### src/rtl/nec_ir_pkg.sv
// Shared types and timing constants for the NEC IR receiver.
// Windows are in sample units, with 8 samples per 562.5 us protocol tick.
package nec_ir_pkg;

   localparam int SAMPLES_PER_TICK = 8;
   localparam int FRAME_BITS       = 32;

   localparam logic [7:0] LEAD_MARK_MIN  = 8'(14 * SAMPLES_PER_TICK);
   localparam logic [7:0] LEAD_MARK_MAX  = 8'(18 * SAMPLES_PER_TICK);
   localparam logic [7:0] LEAD_SPACE_MIN = 8'(7 * SAMPLES_PER_TICK);
   localparam logic [7:0] LEAD_SPACE_MAX = 8'(9 * SAMPLES_PER_TICK);
   localparam logic [7:0] REP_SPACE_MIN  = 8'(3 * SAMPLES_PER_TICK);
   localparam logic [7:0] REP_SPACE_MAX  = 8'(5 * SAMPLES_PER_TICK);
   localparam logic [7:0] BIT_MARK_MIN   = 8'd4;
   localparam logic [7:0] BIT_MARK_MAX   = 8'd12;
   localparam logic [7:0] ZERO_SPACE_MIN = 8'd4;
   localparam logic [7:0] ZERO_SPACE_MAX = 8'd12;
   localparam logic [7:0] ONE_SPACE_MIN  = 8'd18;
   localparam logic [7:0] ONE_SPACE_MAX  = 8'd30;
   localparam logic [7:0] SPACE_TIMEOUT  = 8'(5 * SAMPLES_PER_TICK);

   typedef enum logic [2:0] {
      ST_IDLE,
      ST_LEAD_MARK,
      ST_LEAD_SPACE,
      ST_BIT_MARK,
      ST_BIT_SPACE,
      ST_STOP_MARK,
      ST_REP_STOP
   } state_t;

   function automatic logic in_window(input logic [7:0] dur,
                                      input logic [7:0] lo,
                                      input logic [7:0] hi);
      return (dur >= lo) && (dur <= hi);
   endfunction

endpackage

### src/rtl/nec_ir_sampler.sv
// IR input conditioning: 2-flop synchronizer, mark normalisation, sample
// prescaler and a saturating per-segment duration counter in samples.
module nec_ir_sampler #(
   parameter int   SAMPLE_DIV = 281,
   parameter logic IR_ACTIVE  = 1'b1
) (
   input  logic       i_clk,
   input  logic       i_rst,
   input  logic       i_enable,
   input  logic       i_ir,
   output logic       o_strobe,
   output logic       o_edge,
   output logic       o_level,
   output logic [7:0] o_seg_dur,
   output logic [7:0] o_cur_dur
);

   localparam int DIV_W = (SAMPLE_DIV > 1) ? $clog2(SAMPLE_DIV) : 1;

   logic [1:0]       r_sync;
   logic [DIV_W-1:0] r_div;
   logic             r_level;
   logic [7:0]       r_dur;
   logic             r_strobe;
   logic             r_edge;
   logic [7:0]       r_seg_dur;
   logic             w_mark;
   logic             w_tick;

   assign w_mark = (r_sync[1] == IR_ACTIVE);
   assign w_tick = (r_div == DIV_W'(SAMPLE_DIV - 1));

   always_ff @(posedge i_clk) begin
      if (i_rst) begin
         r_sync    <= {2{~IR_ACTIVE}};
         r_div     <= '0;
         r_level   <= 1'b0;
         r_dur     <= '0;
         r_strobe  <= 1'b0;
         r_edge    <= 1'b0;
         r_seg_dur <= '0;
      end else begin
         r_sync   <= {r_sync[0], i_ir};
         r_strobe <= 1'b0;
         r_edge   <= 1'b0;
         if (!i_enable) begin
            r_div   <= '0;
            r_level <= 1'b0;
            r_dur   <= '0;
         end else begin
            r_div <= w_tick ? '0 : r_div + 1'b1;
            if (w_tick) begin
               r_strobe <= 1'b1;
               // The sample that sees the new level is the first one of its segment.
               if (w_mark != r_level) begin
                  r_level   <= w_mark;
                  r_edge    <= 1'b1;
                  r_seg_dur <= r_dur;
                  r_dur     <= 8'd1;
               end else if (r_dur != 8'hFF) begin
                  r_dur <= r_dur + 8'd1;
               end
            end
         end
      end
   end

   assign o_strobe  = r_strobe;
   assign o_edge    = r_edge;
   assign o_level   = r_level;
   assign o_seg_dur = r_seg_dur;
   assign o_cur_dur = r_dur;

endmodule

### src/rtl/nec_ir_receiver.sv
// NEC IR frame decoder with a valid/ready holding register for firmware.
// Define NEC_IR_STRICT_CHECK_EN to reject frames whose inverse bytes mismatch.
module nec_ir_receiver
   import nec_ir_pkg::*;
#(
   parameter int   SAMPLE_DIV = 281,
   parameter logic IR_ACTIVE  = 1'b1
) (
   input  logic       wb_clk_i,
   input  logic       wb_rst_i,
   input  logic       enable_i,
   input  logic       ir_i,
   output logic       frame_valid_o,
   input  logic       frame_ready_i,
   output logic [7:0] frame_addr_o,
   output logic [7:0] frame_data_o,
   output logic       frame_repeat_o,
   output logic       overflow_o,
   output logic       error_o
);

   logic       w_strobe;
   logic       w_edge;
   logic       w_level;
   logic [7:0] w_seg_dur;
   logic [7:0] w_cur_dur;

   nec_ir_sampler #(
      .SAMPLE_DIV (SAMPLE_DIV),
      .IR_ACTIVE  (IR_ACTIVE)
   ) u_sampler (
      .i_clk     (wb_clk_i),
      .i_rst     (wb_rst_i),
      .i_enable  (enable_i),
      .i_ir      (ir_i),
      .o_strobe  (w_strobe),
      .o_edge    (w_edge),
      .o_level   (w_level),
      .o_seg_dur (w_seg_dur),
      .o_cur_dur (w_cur_dur)
   );

   state_t      r_state;
   logic [4:0]  r_bit_cnt;
   logic [15:0] r_word;
   logic        r_valid;
   logic        r_seen;
   logic [7:0]  r_addr;
   logic [7:0]  r_data;
   logic        r_repeat;
   logic        r_overflow;
   logic        r_error;

   logic       w_mark_end;
   logic       w_space_end;
   logic       w_bit_one;
   logic       w_bit_ok;
   logic       w_stop_ok;
   logic       w_frame_ok;
   logic [3:0] w_bit_idx;

   assign w_mark_end  = w_edge & ~w_level;
   assign w_space_end = w_edge & w_level;
   assign w_bit_one   = in_window(w_seg_dur, ONE_SPACE_MIN, ONE_SPACE_MAX);
   assign w_bit_ok    = w_bit_one | in_window(w_seg_dur, ZERO_SPACE_MIN, ZERO_SPACE_MAX);
   assign w_stop_ok   = in_window(w_seg_dur, BIT_MARK_MIN, BIT_MARK_MAX);
   // Bits 0-7 (addr) land in r_word[7:0], bits 16-23 (data) in r_word[15:8].
   assign w_bit_idx   = {r_bit_cnt[4], r_bit_cnt[2:0]};

`ifdef NEC_IR_STRICT_CHECK_EN
   logic [15:0] r_inv;
   assign w_frame_ok = ((r_word[7:0]  ^ r_inv[7:0])  == 8'hFF) &&
                       ((r_word[15:8] ^ r_inv[15:8]) == 8'hFF);
`else
   assign w_frame_ok = 1'b1;
`endif

   always_ff @(posedge wb_clk_i) begin
      if (wb_rst_i) begin
         r_state    <= ST_IDLE;
         r_bit_cnt  <= '0;
         r_word     <= '0;
`ifdef NEC_IR_STRICT_CHECK_EN
         r_inv      <= '0;
`endif
         r_valid    <= 1'b0;
         r_seen     <= 1'b0;
         r_addr     <= '0;
         r_data     <= '0;
         r_repeat   <= 1'b0;
         r_overflow <= 1'b0;
         r_error    <= 1'b0;
      end else begin
         r_repeat   <= 1'b0;
         r_overflow <= 1'b0;
         r_error    <= 1'b0;
         // NOTE: last non-blocking assignment wins, so a frame loading below in
         // the same cycle as this handshake clear leaves r_valid set.
         if (r_valid && frame_ready_i) r_valid <= 1'b0;

         if (!enable_i) begin
            r_state <= ST_IDLE;
         end else if (w_strobe) begin
            unique case (r_state)
               ST_IDLE: begin
                  if (w_space_end) r_state <= ST_LEAD_MARK;
               end
               ST_LEAD_MARK: begin
                  if (w_mark_end) begin
                     if (in_window(w_seg_dur, LEAD_MARK_MIN, LEAD_MARK_MAX)) begin
                        r_state <= ST_LEAD_SPACE;
                     end else begin
                        r_state <= ST_IDLE;
                        r_error <= 1'b1;
                     end
                  end
               end
               ST_LEAD_SPACE: begin
                  if (w_space_end) begin
                     r_bit_cnt <= '0;
                     if (in_window(w_seg_dur, LEAD_SPACE_MIN, LEAD_SPACE_MAX)) begin
                        r_state <= ST_BIT_MARK;
                     end else if (in_window(w_seg_dur, REP_SPACE_MIN, REP_SPACE_MAX)) begin
                        r_state <= ST_REP_STOP;
                     end else begin
                        r_state <= ST_IDLE;
                        r_error <= 1'b1;
                     end
                  end
               end
               ST_BIT_MARK: begin
                  if (w_mark_end) begin
                     if (w_stop_ok) begin
                        r_state <= ST_BIT_SPACE;
                     end else begin
                        r_state <= ST_IDLE;
                        r_error <= 1'b1;
                     end
                  end
               end
               ST_BIT_SPACE: begin
                  if (w_space_end) begin
                     if (w_bit_ok) begin
                        if (!r_bit_cnt[3]) r_word[w_bit_idx] <= w_bit_one;
`ifdef NEC_IR_STRICT_CHECK_EN
                        else r_inv[w_bit_idx] <= w_bit_one;
`endif
                        r_bit_cnt <= r_bit_cnt + 5'd1;
                        r_state   <= (r_bit_cnt == 5'(FRAME_BITS - 1)) ? ST_STOP_MARK
                                                                       : ST_BIT_MARK;
                     end else begin
                        r_state <= ST_IDLE;
                        r_error <= 1'b1;
                     end
                  end else if (w_cur_dur > SPACE_TIMEOUT) begin
                     r_state <= ST_IDLE;
                     r_error <= 1'b1;
                  end
               end
               ST_STOP_MARK: begin
                  if (w_mark_end) begin
                     r_state <= ST_IDLE;
                     if (!w_stop_ok || !w_frame_ok) begin
                        r_error <= 1'b1;
                     end else if (r_valid && !frame_ready_i) begin
                        r_overflow <= 1'b1;
                     end else begin
                        r_valid <= 1'b1;
                        r_seen  <= 1'b1;
                        r_addr  <= r_word[7:0];
                        r_data  <= r_word[15:8];
                     end
                  end
               end
               ST_REP_STOP: begin
                  if (w_mark_end) begin
                     r_state <= ST_IDLE;
                     if (w_stop_ok) r_repeat <= r_seen;
                     else           r_error  <= 1'b1;
                  end
               end
               default: r_state <= ST_IDLE;
            endcase
         end
      end
   end

   assign frame_valid_o  = r_valid;
   assign frame_addr_o   = r_addr;
   assign frame_data_o   = r_data;
   assign frame_repeat_o = r_repeat;
   assign overflow_o     = r_overflow;
   assign error_o        = r_error;

endmodule

### config.mk
export PLATFORM = sky130hd
export DESIGN_NAME = nec_ir_receiver
export DESIGN_NICKNAME = d
export VERILOG_FILES = /design/src/rtl/nec_ir_pkg.sv /design/src/rtl/nec_ir_sampler.sv /design/src/rtl/nec_ir_receiver.sv
export SDC_FILE = /design/constraint.sdc
export NUM_CORES = 1
export LEC_CHECK = 0
export CORE_ASPECT_RATIO = 2
export CORE_UTILIZATION = 53
export CTS_CLUSTER_DIAMETER = 50
export DETAILED_ROUTE_END_ITERATION = 8
export PLACE_DENSITY = 0.77
export SYNTH_ARGS = -nofsm -noshare
export SYNTH_HDL_FRONTEND = slang
export SYNTH_HIERARCHICAL = 1
export SYNTH_SLANG_ARGS = --single-unit
### constraint.sdc
create_clock -name wb_clk_i -period 2.4 [get_ports wb_clk_i]
set_input_delay 0.72 -clock wb_clk_i [delete_from_list [all_inputs] [get_ports wb_clk_i]]
set_output_delay 0.72 -clock wb_clk_i [all_outputs]
set_load 0.01 [all_outputs]
==> flow_metrics.env, run 1 <==
export IMPL_drtIter0Drc=164
export IMPL_layout_nets=472
export IMPL_fin_crit_sh_pct=93.5
export IMPL_arrival_ns=2.46
export IMPL_postSynthCellCount=434
export IMPL_async_flop_share_pct=0
export IMPL_critPathLaunchType="input port"
export IMPL_place_ws_ns=-0.190
export IMPL_syn_area_per_cell_sq_um=8.50
export IMPL_status="finished clean"
export IMPL_h_tree_depth=3
export IMPL_grt_first_pass_wirelength_microns=14500
export IMPL_boundaryPins=25
export IMPL_drcViolationCount=0
export IMPL_yosysWarningCount=6
export IMPL_die_w_microns=61
export IMPL_cellLeakagePower_uw=0.00163
export IMPL_diodes=0
export IMPL_place_congestion=0.867
export IMPL_slew_headroom_pct=59.6
export IMPL_area_delta_synth_final_pct=18.1
export IMPL_ctsHoldBuffers=0
export IMPL_seq_area_sq_mm=0.00150
export IMPL_nFillCells=560
export IMPL_cts_setup_buffers=0
export IMPL_synthDistinctLibCells=60
export IMPL_clockBufferDepth=2
export IMPL_layout_common_cells="75 x dfxtp_1, 50 x nor2_1, 36 x nand2_1"
export IMPL_max_freq_mhz=446
export IMPL_r2r_setup_slack_ns=0.18
export IMPL_ys_seq_area_share_pct=40.7
export IMPL_root_buffer="clkbuf_16"
export IMPL_rsz0062_at_grt="false"
export IMPL_clk_latency_ns=0.34
export IMPL_setup_ws_ns=0.157
export IMPL_portBuffers=24
export IMPL_final_util_pct=65.3
export IMPL_syn_area_sq_mm=0.00369
export IMPL_synth_edff_count=0
export IMPL_multi_input_area_sq_mm=0.00204
export IMPL_grt_pass1_vias=3238
export IMPL_rows=42
export IMPL_cts_made_buffers=9
export IMPL_gr_total_overflow=0
export IMPL_clock_skew_ns=0.00477
export IMPL_worst_slew_pin_slew_ns=0.603
export IMPL_synth_seq_cells=75
export IMPL_num_vias=3280
export IMPL_syn_num_nets=447
export IMPL_drv_slew=0
export IMPL_core_area_sq_mm=0.00667
export IMPL_cts_sinks=75
export IMPL_hold_path_class="flip-flop to flip-flop"
export IMPL_cts_reportedPaths_clkPinSlew_ns=0.06
export IMPL_track_usage_pct=26.8
export IMPL_die_area_sq_mm=0.00732
export IMPL_post_route_cells_drive_above_1_share_pct=9.48
export IMPL_setup_viol=0
export IMPL_cts_resized=0
export IMPL_die_h_microns=120
export IMPL_criticalPathCategory="input port to flip-flop"
export IMPL_crit_path_end_kind="flip-flop"
export IMPL_dp_hpwl_microns=6210
export IMPL_drtAntennaViolNets=0
export IMPL_routed_wirelength_microns=8570
export IMPL_peakVddDrop_v=0.000493
export IMPL_p_per_area_mw_per_mm2=631
export IMPL_post_drt_wl_per_cell_microns=15.5
export IMPL_p_total_uw=2750
export IMPL_antenna_found_initial=0
export IMPL_mostFrequentLayoutCell="dfxtp_1"
export IMPL_drv_cap=0
export IMPL_crit_fanout=12
export IMPL_ys_flop_type="dfxtp_1"
export IMPL_finalHoldViolations=0
export IMPL_via_per_inst=5.94
export IMPL_period_needed_ns=2.24
export IMPL_start_util_pct=55.3
export IMPL_grt_max_degree=39
export IMPL_required_ns=2.61
export IMPL_first_pass_iters=4
export IMPL_cts_tree="built"
-- worst paths after layout --
| check | from | end | cells after the start |
|---|---|---|---|
| min reg2reg | u_sampler/r_sync[0]$_SDFF_PP0_ | u_sampler/r_sync[1]$_SDFF_PP0_ | 1 |
| max | enable_i | r_word[2]$_SDFFE_PP0P_ | 7 |
| max reg2reg | u_sampler/o_seg_dur[7]$_SDFFE_PP0P_ | r_word[2]$_SDFFE_PP0P_ | 6 |
| min | u_sampler/r_sync[0]$_SDFF_PP0_ | u_sampler/r_sync[1]$_SDFF_PP0_ | 1 |
-- synth_stat cells (all sizes together) (3+ instances only) --
library cell	instances	share of area, %
ha	8	2.7
o211ai	5	1.0
a211oi	5	1.0
nand4b	3	0.71
mux2i	26	7.1
nand3	14	2.0
o21ai	23	3.1
nor3	15	2.0
nand2	36	3.7
and2	3	0.51
inv	6	0.61
a31oi	5	0.85
nor2b	10	1.7
nand3b	3	0.61
nand2b	5	0.85
buf	9	1.5
nor3b	4	0.81
and3	6	1.0
clkbuf	19	2.0
nor2	50	5.1
xnor2	8	2.4
nand4	16	2.7
nor4	3	0.51
dfxtp	75	41
or3	8	1.5
a21oi	31	4.2
-- through the flow --
| step | instances | cell area [sq um] | TNS, ns | hold slack (ns) |
|---|---|---|---|---|
| floorplan | 434 | 3690 | 0 | 0.414 |
| global placement | 536 | 4040 | -1.75 | 0.434 |
| detailed placement | 536 | 4040 | -2.46 | 0.446 |
| CTS | 552 | 4360 | 0 | 0.454 |
| global route | 552 | 4360 | 0 | 0.482 |
| finish | 552 | 4360 | 0 | 0.454 |
-- critical path, stage by stage --
cell             delay (ns)
clkdlybuf4s50_1        0.48
nand2_1                0.08
or3_4                  0.34
a211o_1                0.35
buf_4                  0.20
o21ai_0                0.19
a21oi_1                0.08
-- registers in the layout (all words and copies together) (netlist names), 2 cells and up --
name,flops
frame_addr_o,8
r_word,16
u_sampler/r_sync,2
r_state,3
r_bit_cnt,5
u_sampler/o_cur_dur,8
u_sampler/o_seg_dur,8
u_sampler/r_div,9
frame_data_o,8
-- cell type report --
class / instances / area share, %
clock buffer: 9 / 5.17
clock inverter: 7 / 2.12
inverter: 6 / 0.517
multi-input combinational: 325 / 46.7
sequential: 75 / 34.4
tap: 88 / 2.53
timing repair buffer: 42 / 8.50
-- per-layer routing --
layer	up-vias	track usage (%)	part of all wire, %
li1	1621	-	-
met1	1529	26.4	37
met2	93	46.3	56
met3	37	7.11	3.1
met4	0	17.5	4.7
met5	-	0	0
-- cells by family (layout without fill, tap and decap cells) --
family | Yosys count | after routing | share of synthesized area [%]
adder cells (fa/ha/maj) | 8 | 8 | 2.71
AO/OA/AOI/OAI | 92 | 92 | 15.4
buffers and inverters | 34 | 64 | 4.10
multiplexers | 27 | 27 | 7.36
flip-flops | 75 | 75 | 40.7
XOR/XNOR | 10 | 10 | 2.88
AND/OR/NAND/NOR | 188 | 188 | 26.8
-- power by group --
group          leakage (uW)  switching, uW  total (uW)  internal (uW)
logic              0.000881           36.7        58.7           22.0
clock network      0.000147            529        1430            905
registers          0.000605           7.66        1260           1250
(Power assumes the default switching activity.)
==> inputs of run 2 (changes only) <==
- ABC_AREA: not set -> 1
- SLEW_MARGIN: not set -> 10
==> run 2 against run 1 <==
Net effect:
- clock power fell by 17%
- critical path type unchanged
- non-clock buffer count decreased by 8
- largest power group is now sequential cells
- core utilization is 1.6 points lower
- first-iteration DRC count grew 8.5%
- final cell count rose by 24%
==> flow_metrics.env, run 2 <==
export IMPL_place_congestion=0.921
export IMPL_seq_area_sq_mm=0.00150
export IMPL_reg_top3="r_word (16), u_sampler/r_div (9)"
export IMPL_largest_reg_flops=16
export IMPL_postSynthCellCount=559
export IMPL_synth_area_leaders="dfxtp_1 40%, nand2_1 12%, nor2_1 10%"
export IMPL_synth_edff_count=0
export IMPL_syn_num_nets=572
export IMPL_cts_tree="built"
export IMPL_critPathLaunchType="input port"
export IMPL_h_tree_depth=3
export IMPL_dp_hpwl_microns=6430
export IMPL_drcViolationCount=0
export IMPL_track_usage_pct=25.6
export IMPL_arrival_ns=2.20
export IMPL_setup_viol=0
export IMPL_synth_top_area_share_pct=39.7
export IMPL_drtIter0Drc=178
export IMPL_num_vias=3626
export IMPL_synth_seq_cells=75
export IMPL_nFillCells=614
export IMPL_yosys_area_top_type="dfxtp_1"
export IMPL_cts_made_buffers=9
export IMPL_final_setup_tns_ns=0
export IMPL_core_area_sq_mm=0.00694
export IMPL_multi_input_area_sq_mm=0.00197
export IMPL_die_h_microns=122
export IMPL_layout_nets=606
export IMPL_clk_latency_ns=0.33
export IMPL_synthTopCellsByCount="118 x nand2_1, 102 x nor2_1, 75 x dfxtp_1"
export IMPL_finalInstanceArea_sq_mm=0.00442
export IMPL_rsz0062_at_grt="false"
export IMPL_top_layer_used="met4"
export IMPL_wl_met2_microns=4740
export IMPL_fin_crit_sh_pct=82.7
export IMPL_ys_flop_type="dfxtp_1"
export IMPL_grt_first_pass_wirelength_microns=14200
export IMPL_post_drt_wl_per_cell_microns=12.2
export IMPL_area_delta_synth_final_pct=16.8
export IMPL_boundaryPins=25
export IMPL_p_total_uw=2510
export IMPL_post_dp_cell_area_sq_mm=0.00416
export IMPL_async_flop_share_pct=0
export IMPL_clock_skew_ns=0.00393
export IMPL_wl_met3_microns=192
export IMPL_die_w_microns=61.8
export IMPL_crit_fanout=18
export IMPL_p_per_area_mw_per_mm2=566
export IMPL_portBuffers=24
export IMPL_cts_sinks=75
export IMPL_layout_common_cells="118 x nand2_1, 102 x nor2_1, 75 x dfxtp_1"
export IMPL_cellLeakagePower_uw=0.00186
export IMPL_status="finished clean"
export IMPL_required_ns=2.62
export IMPL_period_needed_ns=1.99
export IMPL_cts_reportedPaths_clkPinSlew_ns=0.05
export IMPL_synth_most_common_cell="nand2_1"
export IMPL_ys_seq_area_share_pct=39.7
export IMPL_grt_max_degree=33
export IMPL_start_util_pct=54.6
export IMPL_clockBufferDepth=2
export IMPL_diodes=0
export IMPL_post_route_cells_drive_above_1_share_pct=8.71
export IMPL_regMostFlops="r_word"
export IMPL_via_per_inst=5.28
export IMPL_cts_resized=0
export IMPL_yosysWarningCount=6
export IMPL_ctsHoldBuffers=0
export IMPL_rows=43
export IMPL_criticalPathCategory="input port to flip-flop"
export IMPL_grt_pass1_vias=3441
export IMPL_worst_slew_pin_slew_ns=0.547
export IMPL_cts_setup_buffers=0
export IMPL_routed_wirelength_microns=8370
export IMPL_syn_area_sq_mm=0.00379
export IMPL_mostFrequentLayoutCell="nand2_1"
export IMPL_wirelength_met1_microns=3070
export IMPL_first_pass_iters=5
export IMPL_gr_total_overflow=0
export IMPL_hold_path_class="flip-flop to flip-flop"
export IMPL_crit_path_end_kind="flip-flop"
export IMPL_die_area_sq_mm=0.00751
export IMPL_peakVddDrop_v=0.000439
export IMPL_drv_slew=0
export IMPL_drv_cap=0
export IMPL_antenna_found_initial=0
export IMPL_finalHoldViolations=0
export IMPL_drtAntennaViolNets=0
export IMPL_synthDistinctLibCells=34
export IMPL_slew_headroom_pct=63.5
export IMPL_syn_area_per_cell_sq_um=6.77
export IMPL_max_freq_mhz=504
export IMPL_root_buffer="clkbuf_16"
run 2: worst max-delay path: stages:
cell and delay [ns]:
clkdlybuf4s50_1 0.59, inv_1 0.08, nor2_1 0.15, nand4_2 0.12
buf_4 0.22, nor3_1 0.24, nor2_1 0.08
run 2: power by group:
group | internal [uW] | switching, uW | leakage (uW)
Combinational | 22.4 | 41.8 | 0.00112
Sequential | 1250 | 2.15 | 0.000604
Clock | 716 | 474 | 0.000132
Total | 1990 | 518 | 0.00186
run 2: cell type report:
type | count | share of cell area, %
clock buffers | 12 | 5.57
clock inverters | 3 | 0.339
multi-input cells | 407 | 44.6
well taps | 90 | 2.55
inverters | 66 | 5.60
repair buffers | 34 | 7.41
flip-flops and latches | 75 | 33.9
run 2: per-stage QoR:
step,hold slack [ns],setup WS (ns),util [%],std cells
2_1_floorplan,0.388,0.704,-,559
3_3_place_gp,0.400,0.0845,60.0,672
3_5_place_dp,0.405,0.0612,60.0,672
4_1_cts,0.412,0.414,63.7,687
5_1_grt,0.440,0.348,63.7,687
6_report,0.405,0.414,63.7,687
run 2: layer usage:
metal	track usage [%]	vias up
met5	0	-
met4	15.1	0
met3	6.90	29
met2	47.7	84
met1	22.7	1654
li1	-	1859
run 2: final timing paths:
| check | start | to | slack (ns) | cells after the start |
|---|---|---|---|---|
| setup / recovery | enable_i | frame_data_o[2]$_SDFFE_PP0P_ | 0.41 | 7 |
| hold / removal | u_sampler/r_sync[0]$_SDFF_PP0_ | u_sampler/r_sync[1]$_SDFF_PP0_ | 0.41 | 2 |
| setup reg to reg | u_sampler/o_seg_dur[3]$_SDFFE_PP0P_ | r_word[3]$_SDFFE_PP0P_ | 0.62 | 8 |
| hold reg to reg | u_sampler/r_sync[0]$_SDFF_PP0_ | u_sampler/r_sync[1]$_SDFF_PP0_ | 0.41 | 2 |
run 2: logic make-up (layout without fill, tap and decap cells):
family	count (synthesis)	count (layout)	synth area share, %
AO/OA/AOI/OAI	76	76	10.2
adder cells (fa/ha/maj)	8	8	2.64
flip-flops	75	75	39.7
buffers and inverters	77	115	8.26
AND/OR/NAND/NOR	319	319	38.3
XOR/XNOR	4	4	0.925
==> edit (config.mk and constraints of run 1) <==
Encoding of `state_t`: now one-hot (7 bits for 7 states).
--- a/src/rtl/nec_ir_pkg.sv
+++ b/src/rtl/nec_ir_pkg.sv
@@ -19,14 +19,14 @@
    localparam logic [7:0] ONE_SPACE_MAX  = 8'd30;
    localparam logic [7:0] SPACE_TIMEOUT  = 8'(5 * SAMPLES_PER_TICK);
 
-   typedef enum logic [2:0] {
-      ST_IDLE,
-      ST_LEAD_MARK,
-      ST_LEAD_SPACE,
-      ST_BIT_MARK,
-      ST_BIT_SPACE,
-      ST_STOP_MARK,
-      ST_REP_STOP
+   typedef enum logic [6:0] {
+      ST_IDLE       = 7'b0000001,
+      ST_LEAD_MARK  = 7'b0000010,
+      ST_LEAD_SPACE = 7'b0000100,
+      ST_BIT_MARK   = 7'b0001000,
+      ST_BIT_SPACE  = 7'b0010000,
+      ST_STOP_MARK  = 7'b0100000,
+      ST_REP_STOP   = 7'b1000000
    } state_t;
 
    function automatic logic in_window(input logic [7:0] dur,
Formal check against the unedited RTL: no difference found for any inputs over 10 cycles, from zero or initial values and one cycle with wb_rst_i high; not proved beyond that.
==> edit against run 1 <==
Wire length rose by 9.5%. Cell area rose by 10%. Sequential cell count rose by 4. Via count rose by 7.4%. Setup slack got worse by 80 ps. Register-to-register slack got worse by 100 ps. Total power fell by 0.95%. Area after synthesis rose by 9.6%. First-iteration DRC count rose by 2.4%. Count of clock-buffer cells in the layout did not move. Largest power group unchanged.
==> edit: results (changes against run 1) <==
[run_status]
run_status=finished, final reports clean

[cts]
cts_buffer_depth=2  ; unchanged
clk_pin_slew_ps=60  ; about the same
post_cts_buffers=0  ; unchanged
cts_buffers=9  ; unchanged

[final_layout]
antenna_cells=0  ; unchanged
drive_gt1_frac=0.133  ; +0.0377
finalNetCount=506  ; +7.2%

[yosys]
synth_xor_area_frac=0.0306  ; +0.00181
synthAdderAreaFrac=0.0248  ; -0.00238
ys_seq_area_frac=0.391  ; -0.0158
synth_compound_area_frac=0.114  ; -0.0404
synth.distinct_cells=61  ; +1.7%
synth_mux_area_frac=0.104  ; +0.0304
avgSynthCellArea_sq_um=8.89  ; +4.5%
synthTopCellsByCount=79 x dfxtp_1, 52 x nor2_1, 42 x mux2i_1
synth.top_cells.by_area=dfxtp_1 39%, mux2i_1 10%, nor2_1 4.8%
ys_async_sr_fraction=0  ; unchanged
syn_nets=468  ; +4.7%

[worst_setup_path]
r2r_slack_ps=80  ; -100 ps
crit_slowest_cell=or4b_4
crit_path_end=r_state[3]
critical_path.top_delay_family=simple AND/OR/NAND/NOR gates
max_stage_delay_ps=580  ; +100 ps
cp.arrival_ps=2570  ; +110 ps
reg2regPathDepth=5  ; -1
startpoint_type=flip-flop
reg2reg_from=r_state[5]
cp_max_fo=5  ; -7

[pwr]
ir_drop_mv=0.471  ; -4.4%
p_leak_nw=1.98  ; +21%

[placed_design]
gp_congestion=0.857  ; -1.2%
dp_cells=574  ; +7.1%
dp.final_hpwl_um=7120  ; +15%

[global_routing]
grt_pass1_wl_um=15700  ; +8.1%
grt_max_degree=34  ; -13%
grt_util_all_layers=0.253  ; -0.0148
grt_antenna_before_repair=0  ; unchanged

[timing]
clock_skew_ps=4.70  ; -0.0670 ps
worstMarginPinSlew_ps=573  ; -29.6 ps

[drt]
wl_per_cell_um=15.9  ; +2.4%
viasPerCell=5.97  ; +0.49%
drt_first_pass_iters=4  ; unchanged
vias=3523  ; +7.4%
first_iter_violations=168  ; +2.4%

-- edit: cell types whose count changed after synthesis, sizes merged, moves of 5 or more --
cell | run 1 | this run
a21oi | 31 | 15
o21ai | 23 | 7
nand3 | 14 | 19
nand2 | 36 | 41
mux2i | 26 | 42
nand2b | 5 | 24
-- edit: worst register-to-register path, delay by kind of cell, from the launching register on --
family	cells	cell delay [ps]
AO/OA/AOI/OAI	2	600
buffers and inverters	1	190
flip-flops	1	310
AND/OR/NAND/NOR	2	1120
-- edit: cell type report --
class                           instances  area (sq um)
Fill cell                             634          2510
Multi-Input combinational cell        342          2300
Sequential cell                        79          1580
Timing Repair Buffer                   55           493
Clock buffer                            9           225
Tap cell                               92           115
Clock inverter                          7          73.8
Inverter                                6          22.5
-- edit: cells by family (layout without fill, tap and decap cells) --
logic type / count (synthesis) / in the layout
AND/OR/NAND/NOR: 215 / 215
flip-flops: 79 / 79
AO/OA/AOI/OAI: 65 / 65
multiplexers: 42 / 42
buffers and inverters: 34 / 77
XOR/XNOR: 12 / 12
adder cells (fa/ha/maj): 8 / 8
-- edit: worst min path at each step --
stage,end,slack (ps),startpoint,cells past startpoint
floorplan,u_sampler/r_sync[1],410,u_sampler/r_sync[0],1
detailed placement,frame_repeat_o,430,r_seen,2
CTS,frame_repeat_o,450,r_seen,2
global placement,u_sampler/r_sync[1],420,u_sampler/r_sync[0],1
finish,u_sampler/r_sync[1],450,u_sampler/r_sync[0],1
global route,frame_repeat_o,460,r_seen,2
-- edit: stage by stage --
step                      hold WS, ps  power, W   util  worst slack [ps]  instance area [sq um]
after floorplan                   414   0.00138      -             -2.32                   4050
after global placement            420   0.00140  0.617              -111                   4510
after detailed placement          433   0.00141  0.617              -151                   4510
after CTS                         447   0.00275  0.657              16.8                   4810
after global routing              460   0.00281  0.658              3.12                   4820
final                             447   0.00273  0.658              76.7                   4820
-- edit: power by group --
| group | internal [W] | switching [W] | leakage (nW) |
|---|---|---|---|
| Clock | 0.000804 | 0.000546 | 0.134 |
| Combinational | 0.0000267 | 0.0000323 | 1.21 |
| Sequential | 0.00131 | 0.00000272 | 0.637 |
-- edit: metal layers --
metal	share of wire	wire, um	global-route usage
met2	0.56	5270	0.482
met1	0.36	3370	0.225
met3	0.024	221	0.0374
met5	0	0	0
met4	0.056	522	0.194
